### config.mk
export PLATFORM = sky130hd
export DESIGN_NAME = shift_arbiter
export DESIGN_NICKNAME = d
export VERILOG_FILES = /design/src/rtl/shift_pkg.sv /design/src/rtl/shift_core.sv /design/src/rtl/shift_arbiter.sv
export SDC_FILE = /design/constraint.sdc
export NUM_CORES = 1
export LEC_CHECK = 0
export CORE_ASPECT_RATIO = 1.5
export CORE_UTILIZATION = 59
export DETAILED_ROUTE_END_ITERATION = 16
export PLACE_DENSITY = 0.88
export SYNTH_ARGS = -nofsm -noshare
export SYNTH_HDL_FRONTEND = slang
export SYNTH_SLANG_ARGS = --single-unit
### constraint.sdc
create_clock -name clk -period 4.5 [get_ports clk]
set_input_delay 0.9 -clock clk [delete_from_list [all_inputs] [get_ports clk]]
set_output_delay 0.9 -clock clk [all_outputs]
set_load 0.05 [all_outputs]
### src/rtl/shift_pkg.sv
// Shared types and default widths for the execute-stage shift arbiter.
package shift_pkg;

    localparam int unsigned SHIFT_DATA_W  = 32;
    localparam int unsigned SHIFT_SHAMT_W = 5;

    typedef enum logic [1:0] {
        SH_SRL = 2'b00,
        SH_SRA = 2'b01,
        SH_SLL = 2'b10,
        SH_RSV = 2'b11
    } shift_op_e;

    typedef enum logic [1:0] {
        IDLE = 2'b00,
        EXEC = 2'b01,
        RESP = 2'b10
    } state_e;

endpackage

### src/rtl/shift_core.sv
// Combinational barrel shifter; output is forced to zero unless execute_i is high.
module shift_core
    import shift_pkg::*;
#(
    parameter int unsigned DATA_W  = SHIFT_DATA_W,
    parameter int unsigned SHAMT_W = SHIFT_SHAMT_W
) (
    input  logic [DATA_W-1:0]  data_i,
    input  logic [SHAMT_W-1:0] shamt_i,
    input  shift_op_e          op_i,
    input  logic               execute_i,
    output logic [DATA_W-1:0]  result_o,
    output logic               err_o
);

    always_comb begin
        result_o = '0;
        err_o    = 1'b0;
        if (execute_i) begin
            unique case (op_i)
                SH_SLL:  result_o = data_i << shamt_i;
                SH_SRL:  result_o = data_i >> shamt_i;
                SH_SRA:  result_o = DATA_W'($signed(data_i) >>> shamt_i);
                default: err_o = 1'b1;
            endcase
        end
    end

endmodule

### src/rtl/shift_arbiter.sv
// Two-port request arbiter and IDLE/EXEC/RESP sequencer around shift_core.
// Define SHIFT_ARB_RR_EN for round-robin tie breaking; otherwise port 0 wins ties.
module shift_arbiter
    import shift_pkg::*;
#(
    parameter int unsigned DATA_W  = SHIFT_DATA_W,
    parameter int unsigned SHAMT_W = SHIFT_SHAMT_W
) (
    input  logic               clk,
    input  logic               rst_n,

    input  logic               req0_valid,
    output logic               req0_ready,
    input  logic [1:0]         req0_op,
    input  logic [SHAMT_W-1:0] req0_shamt,
    input  logic [DATA_W-1:0]  req0_data,

    input  logic               req1_valid,
    output logic               req1_ready,
    input  logic [1:0]         req1_op,
    input  logic [SHAMT_W-1:0] req1_shamt,
    input  logic [DATA_W-1:0]  req1_data,

    output logic               rsp_valid,
    input  logic               rsp_ready,
    output logic               rsp_id,
    output logic [DATA_W-1:0]  rsp_data,
    output logic               rsp_err
);

    state_e              state_q, state_d;
    shift_op_e           op_q, op_d;
    logic [SHAMT_W-1:0]  shamt_q, shamt_d;
    logic [DATA_W-1:0]   data_q, data_d;
    logic                id_q, id_d;
    logic [DATA_W-1:0]   rsp_data_q, rsp_data_d;
    logic                rsp_err_q, rsp_err_d;
    logic                rsp_id_q, rsp_id_d;

    logic                prefer0_c;
    logic                grant0_c;
    logic                grant1_c;
    logic                execute_c;
    logic [DATA_W-1:0]   core_result;
    logic                core_err;

`ifdef SHIFT_ARB_RR_EN
    logic last_grant_q, last_grant_d;

    // last_grant == 1 means port 1 was served last, so port 0 wins the next tie
    assign prefer0_c = last_grant_q;

    always_comb begin
        last_grant_d = last_grant_q;
        if ((state_q == IDLE) && (grant0_c || grant1_c)) begin
            last_grant_d = grant1_c;
        end
    end

    always_ff @(posedge clk or negedge rst_n) begin
        if (!rst_n) begin
            last_grant_q <= 1'b1;
        end else begin
            last_grant_q <= last_grant_d;
        end
    end
`else
    assign prefer0_c = 1'b1;
`endif

    assign grant0_c = req0_valid && (!req1_valid || prefer0_c);
    assign grant1_c = req1_valid && !grant0_c;

    shift_core #(
        .DATA_W  (DATA_W),
        .SHAMT_W (SHAMT_W)
    ) u_core (
        .data_i    (data_q),
        .shamt_i   (shamt_q),
        .op_i      (op_q),
        .execute_i (execute_c),
        .result_o  (core_result),
        .err_o     (core_err)
    );

    // Next-state, grant and register-load decisions
    always_comb begin
        state_d    = state_q;
        op_d       = op_q;
        shamt_d    = shamt_q;
        data_d     = data_q;
        id_d       = id_q;
        rsp_data_d = rsp_data_q;
        rsp_err_d  = rsp_err_q;
        rsp_id_d   = rsp_id_q;
        req0_ready = 1'b0;
        req1_ready = 1'b0;
        execute_c  = 1'b0;

        unique case (state_q)
            IDLE: begin
                if (grant0_c || grant1_c) begin
                    req0_ready = grant0_c;
                    req1_ready = grant1_c;
                    id_d       = grant1_c;
                    op_d       = shift_op_e'(grant1_c ? req1_op : req0_op);
                    shamt_d    = grant1_c ? req1_shamt : req0_shamt;
                    data_d     = grant1_c ? req1_data : req0_data;
                    state_d    = EXEC;
                end
            end
            EXEC: begin
                execute_c  = 1'b1;
                rsp_data_d = core_result;
                rsp_err_d  = core_err;
                rsp_id_d   = id_q;
                state_d    = RESP;
            end
            RESP: begin
                if (rsp_ready) begin
                    state_d = IDLE;
                end
            end
            default: state_d = IDLE;
        endcase
    end

    always_ff @(posedge clk or negedge rst_n) begin
        if (!rst_n) begin
            state_q    <= IDLE;
            op_q       <= SH_SRL;
            shamt_q    <= '0;
            data_q     <= '0;
            id_q       <= 1'b0;
            rsp_data_q <= '0;
            rsp_err_q  <= 1'b0;
            rsp_id_q   <= 1'b0;
        end else begin
            state_q    <= state_d;
            op_q       <= op_d;
            shamt_q    <= shamt_d;
            data_q     <= data_d;
            id_q       <= id_d;
            rsp_data_q <= rsp_data_d;
            rsp_err_q  <= rsp_err_d;
            rsp_id_q   <= rsp_id_d;
        end
    end

    assign rsp_valid = (state_q == RESP);
    assign rsp_id    = rsp_id_q;
    assign rsp_data  = rsp_data_q;
    assign rsp_err   = rsp_err_q;

endmodule

==> impl_metrics.py <==
metrics = {
    "outcome": {
        "outcome": "complete, no violations",
    },
    "detailed_routing": {
        "highest_layer": "met4",
        "dr.pass1.iters": 7,
        "wl_per_cell_um": 26.3,
        "ant_nets": 0,
        "vias": 7107,
        "drc_errors": 0,
        "met2_length_mm": 11.8,
        "routed_wl_mm": 25.2,
        "route.met3.wl_mm": 2.59,
        "via_per_inst": 7.42,
        "drtIter0Drc": 1040,
        "wl_met1_mm": 8.74,
    },
    "timing": {
        "finClkSkew_ns": 0.0121,
        "hold_viol": 0,
        "worstMarginPinSlew_ns": 1.08,
        "fmax_mhz": 289,
        "rsz0062_at_grt": "false",
        "setup_tns_ns": 0,
        "finalMaxSlewViolations": 0,
        "holdWs_ns": 0.481,
        "relSlewSlack_pct": 28.0,
        "finalCritPeriodShare_pct": 76.9,
        "period_needed_ns": 3.46,
        "finalSetupViolations": 0,
    },
    "power_and_ir_drop": {
        "power.density_nw_per_um2": 919,
        "total_power_uw": 7780,
        "swShare_pct": 53.9,
        "power.share.clock_pct": 9.5,
        "leakagePower_uw": 0.00333,
        "p_seq_share_pct": 21.1,
        "switchingPower_uw": 4190,
        "p_int_uw": 3590,
        "ir_drop_uv": 1120,
        "pwr-share-comb_pct": 69.4,
    },
    "global_routing": {
        "grt_pass1_vias": 6721,
        "grt_overflow": 0,
        "grt_usage_pct": 41.6,
        "grt_pass1_wl_mm": 38.5,
        "antenna_found_initial": 0,
        "grt_start_max_net_pins": 53,
    },
    "placed_design": {
        "routabilityCongestion": 1.08,
        "placed_cell_area_um2": 8170,
        "io_buffers": 119,
        "dp_hpwl_mm": 18.1,
    },
    "critical_path": {
        "slowest_delay_ns": 0.80,
        "reg2reg_to": "rsp_data[23]$_DFFE_PN0P_",
        "critPathKind": "in -> out",
        "crit_fanout": 2,
        "crit_arrival_ns": 2.56,
        "critPathLaunch": "req1_valid",
        "rr_worst_depth": 6,
        "slowest_stage": "clkdlybuf4s50_1",
        "r2r-start": "shamt_q[0]$_DFFE_PN0P_",
        "r2r_slack_ns": 1.33,
        "worstSetupEndpointType": "output pin",
        "critPathLaunchType": "input port",
        "critPathRequiredTime_ns": 3.60,
        "crit_chain": "clkdlybuf4s50_1 > nor2b_4 > and2_1 > clkdlybuf4s50_1",
        "crit_top_cell": "clkdlybuf4s50_1",
        "cp-endpoint": "req1_ready",
    },
    "cts": {
        "cts_root_buf": "clkbuf_16",
        "insertion_delay_ns": 0.35,
        "clk_path_buf_depth": 2,
        "holdBufCountCts": 0,
        "htreeDepth": 3,
        "ctsResizeCount": 0,
        "cts.sinks": 76,
        "cts_inserted_buffers": 9,
        "cts_tree": "done",
        "path_clk_slew_ns": 0.06,
        "cts_setup_buffers": 0,
    },
    "logic_synthesis": {
        "ys_ff_latch": 76,
        "ys_top_cells_by_area": "dfrtp_1 (27%), mux4_2 (15%), mux2i_1 (11%)",
        "synth_top_area_share_pct": 27.2,
        "yosysUniqueCellTypes": 74,
        "synth_nets": 806,
        "postSynthAreaPerCell_um2": 9.67,
        "ys.flop_type": "dfrtp_1",
        "yosys_warnings": 0,
        "yosysMostFrequentCell": "nand2_1",
        "seq_area_frac_synth_pct": 27.2,
        "synth_edf_count": 0,
        "synthCells": 723,
        "ys_top_cells_by_count": "nand2_1 (101), mux2i_1 (80), dfrtp_1 (76)",
        "synthArstFlopShare_pct": 100,
        "synth_top_cell_by_area": "dfrtp_1",
        "syn_area_um2": 6990,
    },
    "cells_and_area": {
        "final_area_um2": 8470,
        "syn2layout_area_growth_pct": 21.1,
        "drive_above_1_share_pct": 14.0,
        "final_nets": 886,
        "antennaDiodeCount": 0,
    },
    "floorplan": {
        "num_rows": 48,
        "coreArea_um2": 11500,
        "die-area_um2": 12300,
        "io_pins": 120,
        "die_h_um": 135,
        "start_util_pct": 60.6,
        "die_w_um": 90.9,
    },
    "run": {
        "maxCapViolations": 0,
    },
    "worst_hold_path": {
        "min_path_type": "reg -> reg",
    },
}
[logic make-up (layout without fill, tap and decap cells)]
family,Yosys count,after routing,share of synthesized area (%)
simple gates,219,219,14.4
flops,76,76,27.2
compound gates,196,196,19.1
mux,155,155,33.5
buf+inv,77,162,5.78
[critical path, delay by kind of cell]
| kind | cells | cell delay, ns |
|---|---|---|
| AND/OR/NAND/NOR | 2 | 0.32 |
| buffers and inverters | 2 | 1.34 |
[power groups by stage]
stage	clock (uW)	combinational (uW)	sequential, uW
2_1_floorplan	0	3560	1650
3_3_place_gp	0	5090	1540
3_5_place_dp	0	5170	1610
4_1_cts	736	5210	1610
5_1_grt	766	5610	1690
6_report	737	5400	1640
[cell usage in the layout, fill, tap and decap left out, drive strengths merged, types with 3 or more instances in the layout]
master	netlist	layout
a211oi	10	10
a21boi	3	3
a21oi	31	31
a221o	4	4
a221oi	9	9
a31oi	7	7
a32oi	5	5
a41oi	3	3
and2	9	9
and3	4	4
buf	28	20
clkbuf	41	10
clkdlybuf4s50	0	118
clkinv	1	3
clkinvlp	0	4
dfrtp	76	76
inv	7	6
mux2	17	17
mux2i	80	80
mux4	58	58
nand2	102	102
nand2b	8	8
nand3	11	11
nor2	44	44
nor2b	7	7
nor3	18	18
o211ai	8	8
o21a	3	3
o21ai	57	57
o221ai	14	14
o22ai	12	12
or3	3	3
or3b	3	3
[final cells by class]
type                       instances  area [um2]
fill                             808        3060
timing repair buffer             138        1340
clock inverter                     6        65.1
clock buffer                      10         229
multi-input combinational        570        4700
inverter                           8        30.0
sequential                        76        1910
tap                              150         188
[state kept, by name, indices dropped and copies added (netlist names)]
register / count
id_q: 1
op_q: 2
rsp_data: 32
rsp_err: 1
state_q: 2
shamt_q: 5
data_q: 32
rsp_id: 1
[per-stage QoR]
step / setup WS, ns / util [%] / instances
2_1_floorplan: 1.50 / - / 723
3_3_place_gp: 1.08 / 70.9 / 942
3_5_place_dp: 1.06 / 70.9 / 942
4_1_cts: 1.05 / 73.4 / 958
5_1_grt: 1.00 / 73.4 / 958
6_report: 1.04 / 73.4 / 958
[how the worst min path moves through the flow]
stage,startpoint,end,slack (ns),cells after the start
5_1_grt,rsp_data[20]$_DFFE_PN0P_,rsp_data[20]$_DFFE_PN0P_,0.51,2
6_report,rsp_data[28]$_DFFE_PN0P_,rsp_data[28]$_DFFE_PN0P_,0.48,2
3_5_place_dp,rsp_data[28]$_DFFE_PN0P_,rsp_data[28]$_DFFE_PN0P_,0.47,2
3_3_place_gp,rsp_id$_DFFE_PN0P_,rsp_id$_DFFE_PN0P_,0.46,2
4_1_cts,rsp_data[28]$_DFFE_PN0P_,rsp_data[28]$_DFFE_PN0P_,0.49,2
2_1_floorplan,id_q$_DFFE_PN0P_,rsp_id$_DFFE_PN0P_,0.44,2
[layer usage]
metal | track usage [%] | up-vias
li1 | - | 2972
met1 | 50.9 | 3367
met2 | 67.1 | 609
met3 | 7.52 | 159
met4 | 28.7 | 0
met5 | 0 | -
Note: power is estimated with default switching activity, not from simulation.
